**config.mk**
```make
export PLATFORM = sky130hd
export DESIGN_NAME = secuenciador_modo_reto
export DESIGN_NICKNAME = d
export VERILOG_FILES = /design/src/rtl/secuenciador_modo_reto.sv
export SDC_FILE = /design/constraint.sdc
export NUM_CORES = 1
export LEC_CHECK = 0
export ABC_AREA = 1
export BUFFER_PORTS_ARGS = -buffer_cell sky130_fd_sc_hd__clkbuf_2
export CORE_UTILIZATION = 65
export CTS_BUF_LIST = sky130_fd_sc_hd__clkbuf_2
export CTS_CLUSTER_DIAMETER = 80
export CTS_CLUSTER_SIZE = 16
export DETAILED_ROUTE_END_ITERATION = 8
export PLACE_DENSITY = 0.94
export SLEW_MARGIN = 20
export SYNTH_ARGS = -nofsm -noshare
export SYNTH_HDL_FRONTEND = slang
export SYNTH_SLANG_ARGS = --single-unit
export TNS_END_PERCENT = 5
```
**constraint.sdc**
```tcl
create_clock -name clk -period 5.2 [get_ports clk]
set_input_delay 0.26 -clock clk [delete_from_list [all_inputs] [get_ports clk]]
set_output_delay 0.26 -clock clk [all_outputs]
set_load 0.1 [all_outputs]
```
**src/rtl/secuenciador_modo_reto.sv**
```systemverilog
// Challenge-mode sequencer: builds a pseudo-random note pattern from an LFSR, presents it
// note by note, then scores the player's keypad answers against it.
module secuenciador_modo_reto #(
   parameter int N_NOTAS  = 8,
   parameter int T_NOTA   = 50,
   parameter int T_ESPERA = 200
) (
   input  logic       clk,
   input  logic       reset,
   input  logic       inicio,
   input  logic [7:0] notaUsuario,
   output logic [2:0] notaSalida,
   output logic       notaValida,
   output logic       juegoListo,
   output logic       finJuego,
   output logic       contarNotas,
   output logic [3:0] aciertos
);

   localparam int T_MAX = (T_NOTA > T_ESPERA) ? T_NOTA : T_ESPERA;
   localparam int IW    = (N_NOTAS > 1) ? $clog2(N_NOTAS) : 1;
   localparam int TW    = (T_MAX > 1) ? $clog2(T_MAX) : 1;
   localparam logic [IW-1:0] IDX_ULTIMO  = IW'(N_NOTAS - 1);
   localparam logic [TW-1:0] T_NOTA_FIN  = TW'(T_NOTA - 1);
   localparam logic [TW-1:0] T_ESPER_FIN = TW'(T_ESPERA - 1);
   localparam logic [3:0]    ACIERTO_MAX = 4'(N_NOTAS);

   typedef enum logic [2:0] {REPOSO, GENERAR, MOSTRAR, ESPERAR, FIN} estado_t;

   estado_t       estado_q, estado_d;
   logic [IW-1:0] idx_q, idx_d;
   logic [TW-1:0] timer_q, timer_d;
   logic [7:0]    lfsr_q, lfsr_d;
   logic [7:0]    u_q, u_d;
   logic [7:0]    u_prev_q, u_prev_d;
   logic          contar_q, contar_d;
   logic [3:0]    aciertos_q, aciertos_d;
   logic [2:0]    pattern_q [N_NOTAS];
   logic [2:0]    pattern_d [N_NOTAS];
   logic          ev;
   logic          acierto;

   // A key counts only on its press edge, so a held key is scored once.
   assign ev      = (u_q != 8'd0) && (u_prev_q == 8'd0);
   assign acierto = ev && (u_q == (8'd1 << pattern_q[idx_q]));

   always_comb begin
      estado_d   = estado_q;
      idx_d      = idx_q;
      timer_d    = timer_q;
      lfsr_d     = {lfsr_q[6:0], lfsr_q[7] ^ lfsr_q[5] ^ lfsr_q[4] ^ lfsr_q[3]};
      u_d        = notaUsuario;
      u_prev_d   = u_q;
      contar_d   = 1'b0;
      aciertos_d = aciertos_q;
      pattern_d  = pattern_q;
      case (estado_q)
         REPOSO, FIN: begin
            if (inicio) begin
               estado_d   = GENERAR;
               aciertos_d = 4'd0;
               idx_d      = '0;
               timer_d    = '0;
            end
         end
         GENERAR: begin
            pattern_d[idx_q] = lfsr_q[2:0];
            if (idx_q == IDX_ULTIMO) begin
               idx_d    = '0;
               timer_d  = '0;
               estado_d = MOSTRAR;
            end else begin
               idx_d = idx_q + 1'b1;
            end
         end
         MOSTRAR: begin
            if (timer_q == T_NOTA_FIN) begin
               timer_d = '0;
               if (idx_q == IDX_ULTIMO) begin
                  idx_d    = '0;
                  estado_d = ESPERAR;
               end else begin
                  idx_d = idx_q + 1'b1;
               end
            end else begin
               timer_d = timer_q + 1'b1;
            end
         end
         ESPERAR: begin
            // A key event takes priority over a timeout landing in the same cycle.
            if (ev || (timer_q == T_ESPER_FIN)) begin
               timer_d = '0;
               if (acierto) begin
                  contar_d = 1'b1;
                  if (aciertos_q != ACIERTO_MAX) aciertos_d = aciertos_q + 4'd1;
               end
               if (idx_q == IDX_ULTIMO) begin
                  idx_d    = '0;
                  estado_d = FIN;
               end else begin
                  idx_d = idx_q + 1'b1;
               end
            end else begin
               timer_d = timer_q + 1'b1;
            end
         end
         default: estado_d = REPOSO;
      endcase
   end

   always_ff @(posedge clk or posedge reset) begin
      if (reset) begin
         estado_q   <= REPOSO;
         idx_q      <= '0;
         timer_q    <= '0;
         lfsr_q     <= 8'hA5;
         u_q        <= 8'd0;
         u_prev_q   <= 8'd0;
         contar_q   <= 1'b0;
         aciertos_q <= 4'd0;
      end else begin
         estado_q   <= estado_d;
         idx_q      <= idx_d;
         timer_q    <= timer_d;
         lfsr_q     <= lfsr_d;
         u_q        <= u_d;
         u_prev_q   <= u_prev_d;
         contar_q   <= contar_d;
         aciertos_q <= aciertos_d;
      end
   end

   // Pattern storage is pure data; its contents after reset do not matter.
   always_ff @(posedge clk) begin
      pattern_q <= pattern_d;
   end

   assign notaValida  = (estado_q == MOSTRAR);
   assign notaSalida  = notaValida ? pattern_q[idx_q] : 3'd0;
   assign juegoListo  = (estado_q == REPOSO);
   assign finJuego    = (estado_q == FIN);
   assign contarNotas = contar_q;
   assign aciertos    = aciertos_q;

endmodule

```
# Word-level counts from Yosys, hierarchy flattened
# Index checks and enable logic that the tools add are counted.
# W data, S select, Z words.
[totals]
regBits = 67
in_bits = 11
out_inout_bits = 11
elab_cells = 89
[classes]
n_addsub = 3
order_cmp = 2
eq_ne = 17
n_shift = 1
mux = 32
bitwise_logic = 4
n_reduce_logical = 14
[ops]
columns = ["cell", "n"]
rows = [
  ["$mux W3", 14],
  ["$mux W8", 4],
  ["$pmux W8 S4", 1],
  ["$bwmux W24", 1],
  ["$pmux W3 S4", 2],
  ["$mux W4", 4],
  ["$ne A2 B2 Y1 const B", 6],
  ["$bmux W3 S3", 1],
  ["$demux W3 S3", 1],
  ["$add A8 B1 Y8 const B", 1],
  ["$eq A8 B6 Y1 const B", 1],
  ["$eq A8 B8 Y1", 1],
  ["$eq A8 B8 Y1 const B", 1],
  ["$logic_not A8 Y1", 1],
  ["$pmux W4 S2", 1],
  ["$reduce_bool A8 Y1", 1],
  ["$shl A1 B3 Y8 const A", 1],
  ["$eq A3 B2 Y1 const B", 2],
  ["$eq A3 B3 Y1 const B", 2],
  ["$reduce_and A6 Y1", 1],
  ["$reduce_and A5 Y1", 1],
  ["$add A4 B1 Y4 const B", 1],
  ["$ge A4 B4 Y1 const B", 1],
  ["$lt A4 B1 Y1 const B", 1],
  ["15 further kinds", 22],
]

# Depth between registers and ports, before layout
[logic_depth]
depth_word = 10
depth_mapped = 18
ltp_nobuf = 16

# Worst setup path before layout
# Ideal clock, no wire load.
[synth_timing]
path_kind = "reg2out"
start = "register estado_q[2]"
end = "output notaSalida[0]"
arrival_time_ns = 4.374
t_required_ns = 4.940
slack_ns = 0.566
path_stages_with_launch = 4
path_buffers = 0
cell_sequence = "dfrtp_1 -> nor3_1 -> inv_1 -> nor2_1"
[synth_between]
elab_chain_cells = 2
[synth_rtl]
columns = ["element", "line_no", "text"]
rows = [
  ["from (decl)", "30", "estado_t estado_q, estado_d;"],
  ["from (signal assigned)", "122", "estado_q <= estado_d;"],
  ["$eq A3 B2 Y1", "138", "assign notaValida = (estado_q == MOSTRAR);"],
  ["named net notaValida", "13", "output logic notaValida,"],
  ["$mux W3", "139", "assign notaSalida = notaValida ? pattern_q[idx_q] : 3'd0;"],
  ["to (decl)", "12", "output logic [2:0] notaSalida,"],
]
# The timed path passes the listed nets, and every way through them passes these cells.

# Worst setup path after layout
[layout_timing]
start = "register idx_q[0]"
end = "output notaSalida[2]"
[layout_between]
elab_chain_cells = 5
[layout_rtl]
columns = ["element", "line_no", "text"]
rows = [
  ["from (decl)", "31", "logic [IW-1:0] idx_q, idx_d;"],
  ["from (signal assigned)", "123", "idx_q <= idx_d;"],
  ["$not A3 Y4 (implied by the code)", "139", ""],
  ["$bmux W3 S3", "139", ""],
  ["$mux W3 (implied by the code) (2 in a row)", "139", ""],
  ["$mux W3", "139", ""],
]
# Every way passes these cells. The select of a mux whose other input is x is not followed.

==> out/qor.yml <==
run_status:
  status: "finished clean"
pwr:
  p_int_mw: 0.920
  comb_power_share_pct: 47.3
  ir_drop_uv: 489
  power.share.sequential_pct: 36.9
  cellLeakagePower_nw: 1.69
  power.switching_mw: 0.911
  clkPwrFrac_pct: 15.8
  power_density_nw_per_um2: 518
  p_total_mw: 1.83
  swShare_pct: 49.8
floorplan:
  rows: 25
  core-area_sq_um: 4720
  die_w_um: 72.1
  initial_utilization_pct: 67.6
  io_pins: 22
  die_area_sq_um: 5200
  die_y_um: 72.1
logic_synthesis:
  netlist_area_sq_um: 3190
  syn_nets: 358
  synth.avg_cell_area_sq_um: 9.36
  synth-simple-area-share_pct: 27.8
  ys_seq_area_share_pct: 56.4
  synth_cell_types: 32
  muxShareOfSynthArea_pct: 0
  synth_compound_area_share_pct: 2.86
  syn_inst: 341
  synth_top_family_by_area: "simple AND/OR/NAND/NOR gates"
  ys_ff_latch: 67
  synth_top_area_share_pct: 30.6
  synth_xor_area_share_pct: 1.92
  synth_area_leaders: "dfrtp_1, edfxtp_1, nand2_1, inv_1, nor2_1"
  synthAdderAreaFrac_pct: 2.35
  yosys_warnings: 0
  synth_area_leader_cell: "dfrtp_1"
hold_path:
  holdCritPathClass: "primary input to flip-flop"
  hold_depth: 4
timing:
  rsz0062_at_grt: "no"
  hold_viol_final: 0
  drv_slew: 0
  setup_violations: 0
  slew_headroom_pct: 55.5
  min_period_ns: 2.79
  worstMarginPinSlew_ns: 0.668
  finClkSkew_ns: 0.0238
  fin_crit_sh_pct: 53.6
  timing.fmax_ghz: 0.359
  setup_tns_ns: 0
detailed_routing:
  avgRoutedWirePerCell_um: 13.2
  totalWireLength_um: 5950
  drtPass1Iterations: 5
  drt-initial-drc-count: 168
  viasPerCell: 5.43
  vias: 2447
  route.detailed.drc: 0
  postRouteAntennaNets: 0
clock_network:
  cts-buffers-inserted: 9
  cts_buffer_depth: 2
  cts_num_sinks: 67
  cts_root_buffer: "clkbuf_2"
  clk_latency_ns: 0.50
  cts_tree: "done"
  cts_resized: 0
  h-tree-depth: 3
  cts_setup_buffers: 0
  clk_pin_slew_ns: 0.17
  cts_hold_buffers: 9
setup_path:
  crit_family: "flip-flops"
  cp.arrival_ns: 2.53
  worst-setup-path-type: "flip-flop to output port"
  crit_top_cell: "nor2_1"
  crit_path_start_kind: "flip-flop"
  cpPeakStageDelay_ns: 0.81
  cp_num_cells: 7
  required_ns: 4.94
  end_kind: "output port"
  critPathBufInv: 2
  path_cells: "nand3_1 > nand2_1 > nor2_1 > nand2_2 > inv_1 > nor2_1 > clkbuf_2"
  critical_path_peak_fanout: 19
  r2r_cells: 14
  slowest_stage: "dfrtp_1"
placement:
  io_buffer_count: 21
  dpl.hpwl_um: 4160
  gp_congestion: 0.900
grt:
  antenna_found_initial: 0
  grt_pass1_wl_um: 9950
  grt-ovfl-total: 0
  grt_pass1_vias: 2328
  grtUsageTotal_pct: 26.0
  grt_max_degree: 44
final_layout:
  utilization_pct: 74.9
  diodes: 0
  final_common_cell: "nand2_1"
  syn2layout_area_growth_pct: 10.8
  nNetsFinal: 396
  layout_common_cells: "nand2_1, inv_1, nor2_1, dfrtp_1, clkbuf_2"
  drive_gt1_share_pct: 19.3
run:
  maxCapViolations: 0
[synth_stat cells]
master,n
nor2_8,1
ha_1,6
nand2_2,5
nand4_1,10
nor3_1,15
nand3b_1,1
nor2_4,3
a21oi_1,2
a31oi_1,1
nand2_4,3
buf_6,3
dfstp_2,4
inv_1,50
nor2_1,39
nand3_2,3
xnor2_1,4
nor4_1,2
buf_8,1
or2_2,1
nand2_1,66
edfxtp_1,24
xor2_1,3
nand3_1,24
o21ai_0,12
nand3_4,1
clkinv_1,1
o22ai_1,1
inv_2,7
inv_6,1
o32ai_1,1
nor2_2,7
dfrtp_1,39
[power by group through the flow]
stage	combinational [mW]	sequential (mW)	clock, mW
final	0.865	0.676	0.290
after global placement	0.821	0.680	0
after detailed placement	0.851	0.686	0
after CTS	0.859	0.675	0.295
after global routing	0.944	0.683	0.323
after floorplan	0.727	0.701	0
[worst min-delay path: cells and delay by family]
family	cells	cell delay [ns]
simple gates	2	0.16
buf+inv	1	0.08
compound gates	1	0.13
[layer usage]
metal | wire, um | global-route usage, %
met3 | 344 | 6.25
met5 | 0 | 0
met2 | 2910 | 42.7
met1 | 2510 | 30.4
met4 | 184 | 17.2
[flip-flops by register name, summed over array words and instances (netlist names)]
signal / cells
aciertos: 4
contarNotas: 1
estado_q: 3
idx_q: 3
lfsr_q: 8
pattern_q: 24
timer_q: 8
u_prev_d: 8
u_prev_q: 8
[metrics by stage]
step | setup slack, ns | std cells | area (sq um) | hold slack, ns
after floorplan | 0.566 | 341 | 3190 | 0.291
after global placement | 3.06 | 426 | 3340 | 0.338
after detailed placement | 2.92 | 426 | 3340 | 0.346
after CTS | 2.39 | 451 | 3540 | 0.150
after global routing | 2.19 | 451 | 3540 | 0.149
final | 2.41 | 451 | 3540 | 0.177
[final cells by class]
type,count,area (sq um)
clock buffers,10,50.0
clock inverters,6,56.3
fillers,328,1190
inverters,59,226
multi-input cells,211,1120
flip-flops and latches,67,1800
well taps,67,83.8
repair buffers,31,203
[kinds of logic (layout without fill, tap and decap cells)]
group | after synthesis | after routing
AND/OR/NAND/NOR | 181 | 181
flip-flops | 67 | 67
adder cells (fa/ha/maj) | 6 | 6
XOR/XNOR | 7 | 7
AO/OA/AOI/OAI | 17 | 17
buffers and inverters | 63 | 106
[final timing paths]
path / from / slack [ns] / end
setup / recovery: idx_q[0] / 2.41 / notaSalida[2]
hold / removal: inicio / 0.18 / estado_q[1]
setup reg to reg: idx_q[0] / 2.85 / aciertos[2]
hold reg to reg: lfsr_q[6] / 0.37 / lfsr_q[7]
max in group asynchronous: reset / 4.40 / lfsr_q[0]
min in group asynchronous: reset / 0.40 / aciertos[3]
Power figures use the tool's default switching activity.
